[src/rtl/clock_phase_gen_pkg.sv]
// Shared defaults and field types for the divided-clock phase generator.
// Latency: n/a (types only). Backpressure: n/a.
// Holds the default field width and reset divide code used by the top.
package clock_phase_gen_pkg;

    localparam int CNT_W_DEF   = 8;
    localparam int DEF_DIV_DEF = 1;

    typedef logic [CNT_W_DEF-1:0] half_per_t;
    typedef logic [CNT_W_DEF-1:0] phase_t;

endpackage

[src/rtl/clock_phase_chan.sv]
// One divided-clock channel: counter, shadow divide code, registered clk/tick.
// Latency: 1 cycle from a config/sync edge to the registered outputs.
// Backpressure: none; every write and sync pulse is taken in its cycle.
module clock_phase_chan
    import clock_phase_gen_pkg::*;
#(
    parameter int   CNT_W   = CNT_W_DEF,
    parameter int   DEF_DIV = DEF_DIV_DEF,
    parameter logic DEF_EN  = 1'b1
) (
    input  logic             clock,
    input  logic             reset,
    input  logic             wr,
    input  logic [CNT_W-1:0] wr_div,
    input  logic [CNT_W-1:0] wr_phase,
    input  logic             wr_en,
    input  logic             sync,
    output logic             clk_out,
    output logic             tick,
    output logic             cfg_pend
);

    logic [CNT_W-1:0] act;
    logic [CNT_W-1:0] pnd;
    logic [CNT_W-1:0] phase;
    logic [CNT_W-1:0] cnt;
    logic             en;

    logic [CNT_W-1:0] pnd_nxt;
    logic [CNT_W-1:0] phase_nxt;
    logic [CNT_W-1:0] start_nxt;
    logic             en_nxt;

    // Write lands first so a same-cycle sync or enable sees the new code/phase.
    always_comb begin
        pnd_nxt   = wr ? wr_div   : pnd;
        phase_nxt = wr ? wr_phase : phase;
        en_nxt    = wr ? wr_en    : en;
        start_nxt = (phase_nxt > pnd_nxt) ? pnd_nxt : phase_nxt;
    end

    always_ff @(posedge clock or negedge reset) begin
        if (!reset) begin
            act     <= CNT_W'(DEF_DIV);
            pnd     <= CNT_W'(DEF_DIV);
            phase   <= '0;
            cnt     <= '0;
            en      <= DEF_EN;
            clk_out <= 1'b0;
            tick    <= 1'b0;
        end else begin
            pnd   <= pnd_nxt;
            phase <= phase_nxt;
            en    <= en_nxt;
            tick  <= 1'b0;
            if (!en_nxt) begin
                act     <= pnd_nxt;
                cnt     <= '0;
                clk_out <= 1'b0;
            end else if (!en || sync) begin
                act     <= pnd_nxt;
                cnt     <= start_nxt;
                clk_out <= 1'b0;
            end else if (cnt == act) begin
                cnt     <= '0;
                clk_out <= ~clk_out;
                tick    <= ~clk_out;
                // New code only at the falling edge so each period stays symmetric.
                if (clk_out) begin
                    act <= pnd_nxt;
                end
            end else begin
                cnt <= cnt + CNT_W'(1);
            end
        end
    end

    assign cfg_pend = en & (pnd != act);

endmodule

[src/rtl/clock_phase_gen.sv]
// Bank of NUM_CH independently divided, phase-offsettable 50% clocks.
// Latency: 1 cycle from write/sync to registered clk_out/tick.
// Backpressure: none; writes and sync pulses are always accepted.
module clock_phase_gen
    import clock_phase_gen_pkg::*;
#(
    parameter int              NUM_CH  = 4,
    parameter int              CNT_W   = CNT_W_DEF,
    parameter int              DEF_DIV = DEF_DIV_DEF,
    parameter logic [NUM_CH-1:0] DEF_EN = '1,
    localparam int             CH_W    = (NUM_CH > 1) ? $clog2(NUM_CH) : 1
) (
    input  logic              clock,
    input  logic              reset,
    input  logic              cfg_wren,
    input  logic [CH_W-1:0]   cfg_ch,
    input  logic [CNT_W-1:0]  cfg_div,
    input  logic [CNT_W-1:0]  cfg_phase,
    input  logic              cfg_en,
    input  logic              sync,
    output logic [NUM_CH-1:0] clk_out,
    output logic [NUM_CH-1:0] tick,
    output logic [NUM_CH-1:0] cfg_pend
);

    logic [NUM_CH-1:0] wr_sel;

    // Indices at or above NUM_CH never match, so such writes fall away.
    always_comb begin
        wr_sel = '0;
        for (int i = 0; i < NUM_CH; i++) begin
            wr_sel[i] = cfg_wren && (cfg_ch == CH_W'(i));
        end
    end

    for (genvar i = 0; i < NUM_CH; i++) begin : g_ch
        clock_phase_chan #(
            .CNT_W   (CNT_W),
            .DEF_DIV (DEF_DIV),
            .DEF_EN  (DEF_EN[i])
        ) u_chan (
            .clock    (clock),
            .reset    (reset),
            .wr       (wr_sel[i]),
            .wr_div   (cfg_div),
            .wr_phase (cfg_phase),
            .wr_en    (cfg_en),
            .sync     (sync),
            .clk_out  (clk_out[i]),
            .tick     (tick[i]),
            .cfg_pend (cfg_pend[i])
        );
    end

endmodule

[config.mk]
export PLATFORM = sky130hd
export DESIGN_NAME = clock_phase_gen
export DESIGN_NICKNAME = d
export VERILOG_FILES = /design/src/rtl/clock_phase_gen_pkg.sv /design/src/rtl/clock_phase_chan.sv /design/src/rtl/clock_phase_gen.sv
export SDC_FILE = /design/constraint.sdc
export NUM_CORES = 1
export LEC_CHECK = 0
export ABC_AREA = 1
export BUFFER_PORTS_ARGS = -buffer_cell sky130_fd_sc_hd__buf_2
export CAP_MARGIN = 10
export CORE_AREA = 3 3 137 139
export CTS_BUF_LIST = sky130_fd_sc_hd__clkbuf_16
export DETAILED_ROUTE_END_ITERATION = 10
export DIE_AREA = 0 0 140 142
export PLACE_DENSITY = 0.63
export SLEW_MARGIN = 25
export SYNTH_ARGS = -nofsm -noshare
export SYNTH_HDL_FRONTEND = slang
export SYNTH_SLANG_ARGS = --single-unit
[constraint.sdc]
create_clock -name clock -period 5.5 [get_ports clock]
set_input_delay 1.65 -clock clock [delete_from_list [all_inputs] [get_ports clock]]
set_output_delay 1.65 -clock clock [all_outputs]
set_load 0.05 [all_outputs]
* After elaboration in Yosys (flattened, before gate mapping)
Index checks and enable logic that the tools add are counted.
** Word-level totals
- Bits in registers :: 140
- Bits of input ports :: 23
- Output and inout bits :: 12
- Word-level logic and storage cells :: 148
** Operators by class
- $add $sub $neg :: 4
- Order comparisons :: 4
- Eq/ne operators :: 19
- Mux-type cells :: 68
- Bitwise operators :: 8
- Reductions and logical operators :: 17
** Operators with widths (count)
- 8-bit 2-to-1 mux :: 40
- 8-bit by 1-bit adder with 8-bit output, second input constant :: 4
- 8-bit equality test :: 4
- 8-bit > comparator :: 4
- 8-bit inequality test :: 4
- 1-bit 2-to-1 mux :: 28
- 3-bit by 2-bit inequality test with 1-bit output, second input constant :: 4
- 3-bit inequality test, second input constant :: 4
- 2-bit AND reduction :: 4
- 1-bit bitwise AND :: 4
- 2-bit equality test, second input constant :: 2
- 1-bit logical AND :: 4
- 1-bit zero test :: 4
- 1-bit logical OR :: 4
- 1-bit inverter :: 4
- 2-bit by 1-bit equality test with 1-bit output, second input constant :: 1
- 2-bit zero test :: 1

* Depth between registers and ports, before layout
- Depth in word-level cells :: 7
- Mapped depth :: 19
- Mapped depth without buffers :: 17

* Modules after synthesis
From an unflattened synthesis, not the netlist that was laid out.
** Unflattened totals
- Cell total of the unflattened synthesis :: 976
- Area total of the unflattened synthesis :: 8528.2 µm²
** By module, submodules not included
- clock_phase_chan :: instances 4, cells an instance 242, area an instance 2124.5 µm², sequential area each 879.6 µm²
- clock_phase_gen :: instances 1, cells an instance 8, area an instance 30.0 µm², sequential area each 0.0 µm²

* Worst setup path after synthesis
Ideal clock, no wire load.
- Path type :: input port to flip-flop
- Start :: input cfg_wren
- End :: register g_ch[2].u_chan.cnt[0]
- Library setup time :: 118 ps
- Data arrival time :: 3681 ps
- Data required time :: 5382 ps
- Slack :: 1701 ps
- Stages on the path :: 16
- Buffers on the path :: 3
- Cells stage by stage :: buf_4 -> nand3_4 -> buf_6 -> clkbuf_1 -> nand2_1 -> o21ai_0 -> inv_1 -> ha_1 -> a21oi_1 -> nor2_1 -> a211oi_1 -> nand2_4 -> nand2_4 -> nand2_1 -> nand3_1 -> nand2_1
** Between the ends
- Word-level cells in the longest chain between the ends :: 6
- Elaborated cells between the ends (all ways) :: 8
- Those cells by class :: order compare (1); mux (6); reduce/logical (1)
** Ends and longest elaborated chain
- start, declared :: RTL line clock_phase_gen.sv:15 : input logic cfg_wren,
- 1-bit logical AND :: RTL line clock_phase_gen.sv:32 : wr_sel[i] = cfg_wren && (cfg_ch == CH_W'(i));
- 8-bit 2-to-1 mux :: RTL line clock_phase_chan.sv:36 : pnd_nxt = wr ? wr_div : pnd;
- named net g_ch[2].u_chan.pnd_nxt[5] :: RTL line clock_phase_chan.sv:29 : logic [CNT_W-1:0] pnd_nxt;
- 8-bit > comparator :: RTL line clock_phase_chan.sv:39 : start_nxt = (phase_nxt > pnd_nxt) ? pnd_nxt : phase_nxt;
- 8-bit 2-to-1 mux :: RTL line clock_phase_chan.sv:39
- 8-bit 2-to-1 mux :: RTL line clock_phase_chan.sv:60 : end else if (!en || sync) begin
- 8-bit 2-to-1 mux :: RTL line clock_phase_chan.sv:56 : if (!en_nxt) begin
- end signal, assigned :: RTL line clock_phase_chan.sv:62 : cnt <= start_nxt;
- end signal, assigned :: RTL line clock_phase_chan.sv:73 : cnt <= cnt + CNT_W'(1);
- end, declared :: RTL line clock_phase_chan.sv:26 : logic [CNT_W-1:0] cnt;
The timed path passes the listed nets, and every way through them passes these cells.
A chain may end at the register's enable or synchronous reset.

* Worst setup path in the final report
- Start :: input cfg_wren
- End :: register g_ch[3].u_chan.cnt[5]
** Between the ends
- Word-level cells in the longest chain between the ends :: 6
- Elaborated cells between the ends (all ways) :: 8
- Those cells by class :: order compare (1); mux (6); reduce/logical (1)
** Ends and longest elaborated chain (RTL line)
- 1-bit logical AND (*) :: clock_phase_gen.sv:32
- 8-bit 2-to-1 mux, on equally long branches :: clock_phase_chan.sv:37, clock_phase_chan.sv:36
- 8-bit > comparator :: clock_phase_chan.sv:39
- 8-bit 2-to-1 mux :: clock_phase_chan.sv:39
- 8-bit 2-to-1 mux :: clock_phase_chan.sv:60
- 8-bit 2-to-1 mux (*) :: clock_phase_chan.sv:56
- end signal, assigned :: clock_phase_chan.sv:62
- end signal, assigned :: clock_phase_chan.sv:73
- end, declared :: clock_phase_chan.sv:26
Every way passes the cells marked *; elsewhere a longest branch is shown, timed or not.

==> metrics.txt <==
share of layout cells above drive strength 1=11.3%; Rows=between 40 and 50; Synth Instances=1,002; root buffer cell=clkbuf_16; clock skew=0.00998 ns; YS warnings=0; Power per Cell Area=~430 mW/mm^2; most area-hungry cell type in the Yosys netlist=dfrtp_1; Slew @ Worst Pin=0.670 ns; Setup violations, final=0; die area=approximately 0.020 mm^2; Post-CTS Hold Buffers=0; status=completed; gpl congestion=about 0.86; # resized after CTS=0; TritonCTS clock tree=built; Final ANT Viol Nets=0; most frequent cell after synthesis=nand2_1; Hold WS=between 0.4 and 0.5 ns; overall routing resource usage=20.2%; Yosys top cell area share=40.4%; initial antenna violation count=0; I/O pins=35; mean routed wirelength per cell=~15 um; Critical Path RT=roughly 5.8 ns; RSZ-0062 raised after global routing=false; synth top area cells=dfrtp_1 (40%), nand2_1 (12%), inv_1 (7.0%); critical path launch point type=primary input; vias in the first global route=6,243; CP arrival=approximately 4.4 ns; critical path peak fanout=32; mapped cell area=0.00793 mm^2; TritonRoute pass-1 iters=5; drt drc=0; Final Util=between 40 and 50%; Peak VDD IR=0.224 mV; relative slew slack=between 50% and 60%; post-DP HPWL=about 14,000 um; die height=142 um; Sink Count=140; final-report hold violation count=0; Net count, final=1,079; clock-pin slew on the worst setup and hold paths=0.05 ns; register bit total from synthesis=between 100 and 150; Main synth FF type=dfrtp_1; # Max-Cap Violations=0; maximum clock insertion buffer count=2; first-pass GRT wire length=31,700 um; Seq/Total Area, Yosys=44.4%; CTS Buf Count=17; Async S/R FF share, synth=100%; WS Path Type=in2reg; Net Count, Synth=1,053; average instance area after synthesis=7.91 um^2; Buffers on Ports=34; ANT cells=0; Clk Latency, worst-skew pair=0.43 ns; Yosys cell types=40; Vias/cell=5.04; largest net degree at the start of global routing=70; Max Fclk=0.243 GHz; Sum Neg Setup Slack=0 ns; H-tree levels=4; most common library cells after synthesis=nand2_1 (251), inv_1 (148), dfrtp_1 (128); Worst Setup End Kind=flip-flop; post-CTS setup buffer count=0; P&R area growth vs syn=10.1%; GR Overflow Total=0; Total Wirelength=19,300 um; core box area=0.0178 mm^2; Tcrit/Tclk final=74.9%; Final Critical Period=4.12 ns; HP Class=reg2reg; Post-synth EDFFs=0; Vias=6,399; Die Width=140 um; Starting Density=44.6%; Lkg Pwr=between 4 and 5 nW; Slew Limit Fails=0; initial DRC count=421
-- cells by family after synthesis --
group           count (synthesis)  share of synthesized area [%]
flops                         140                           44.4
fa+ha+maj                      28                           4.42
xor+xnor                       60                           6.63
buf+inv                       183                           9.67
simple gates                  447                           25.0
compound gates                144                           9.91
-- routing by layer --
layer  wire length (um)  vias up  track usage (%)
met5                  0        -                0
met4                182        0             4.90
met3               1040       16             4.07
met2               8880      140             32.4
met1               9180     3001             28.4
li1                   -     3242                -
-- worst max-delay path, cell delays in order --
cell and delay (ns):
buf_2 0.22, nand3_2 0.50, o21ai_0 0.74, ha_1 0.36, nand2_1 0.06, nor2_1 0.04, a211oi_1 0.34, nand2_4 0.16
nand2_4 0.13, nand2_1 0.06, nand3_1 0.09, nand2_1 0.06
-- final timing paths --
kind,end,cells past startpoint,startpoint,slack (ns)
min,g_ch[2].u_chan.act[1]$_DFFE_PN0P_,2,g_ch[2].u_chan.act[1]$_DFFE_PN0P_,0.49
min reg2reg,g_ch[2].u_chan.act[1]$_DFFE_PN0P_,2,g_ch[2].u_chan.act[1]$_DFFE_PN0P_,0.49
max,g_ch[3].u_chan.cnt[5]$_DFF_PN0_,12,cfg_wren,1.38
max in group asynchronous,g_ch[0].u_chan.pnd[0]$_DFF_PN1_,2,reset,3.26
min in group asynchronous,g_ch[0].u_chan.tick$_DFF_PN0_,1,reset,1.22
max reg2reg,g_ch[1].u_chan.cnt[1]$_DFF_PN0_,12,g_ch[1].u_chan.phase[7]$_DFF_PN0_,3.14
-- where the power goes --
part / leakage, nW / total [W] / internal, W / switching (W)
Combinational: 2.45 / 0.00121 / 0.000464 / 0.000750
Sequential: 1.69 / 0.00152 / 0.00129 / 0.000229
Clock: 0.259 / 0.00101 / 0.000565 / 0.000443
-- per-stage QoR --
step                      std cells  cell area [um^2]  total power, W  setup slack [ns]
after CTS                      1270              8730         0.00377              1.42
final                          1270              8730         0.00374              1.38
after detailed placement       1238              8220         0.00275             0.968
after global routing           1270              8730         0.00403              1.17
after global placement         1238              8220         0.00272              1.05
after floorplan                1002              7930         0.00245              1.70
-- state kept, by name, indices dropped and copies added (netlist names) --
register,cells
g_ch.u_chan.act,32
g_ch.u_chan.clk_out,4
g_ch.u_chan.cnt,32
g_ch.u_chan.en,4
g_ch.u_chan.phase,32
g_ch.u_chan.pnd,32
g_ch.u_chan.tick,4
-- final cells by class --
cell class / count / area [um^2]
repair buffers: 36 / 191
clock inverters: 15 / 88.8
clock buffers: 17 / 425
inverters: 154 / 578
well taps: 229 / 287
flip-flops and latches: 140 / 3520
fillers: 1794 / 9050
multi-input cells: 679 / 3640
-- placed cells by master (no fill, tap or decap), types with 4 or more instances in the layout --
cell and instances:
nand2_1 251, inv_1 151, dfrtp_1 128, o21ai_0 97
nand3_1 74, nor2_1 59, xnor2_1 36, buf_2 33
ha_1 28, xor2_1 24, a21oi_1 18, clkbuf_16 17
or2_2 12, dfstp_2 12, o21ai_1 10, nand2_2 8
nand4_1 8, nor4_1 8, nor3_1 7, nand3b_1 7
nand2_4 5, clkinv_2 5, inv_2 4, a211oi_1 4
No activity file was read; power rests on OpenSTA's default activity.
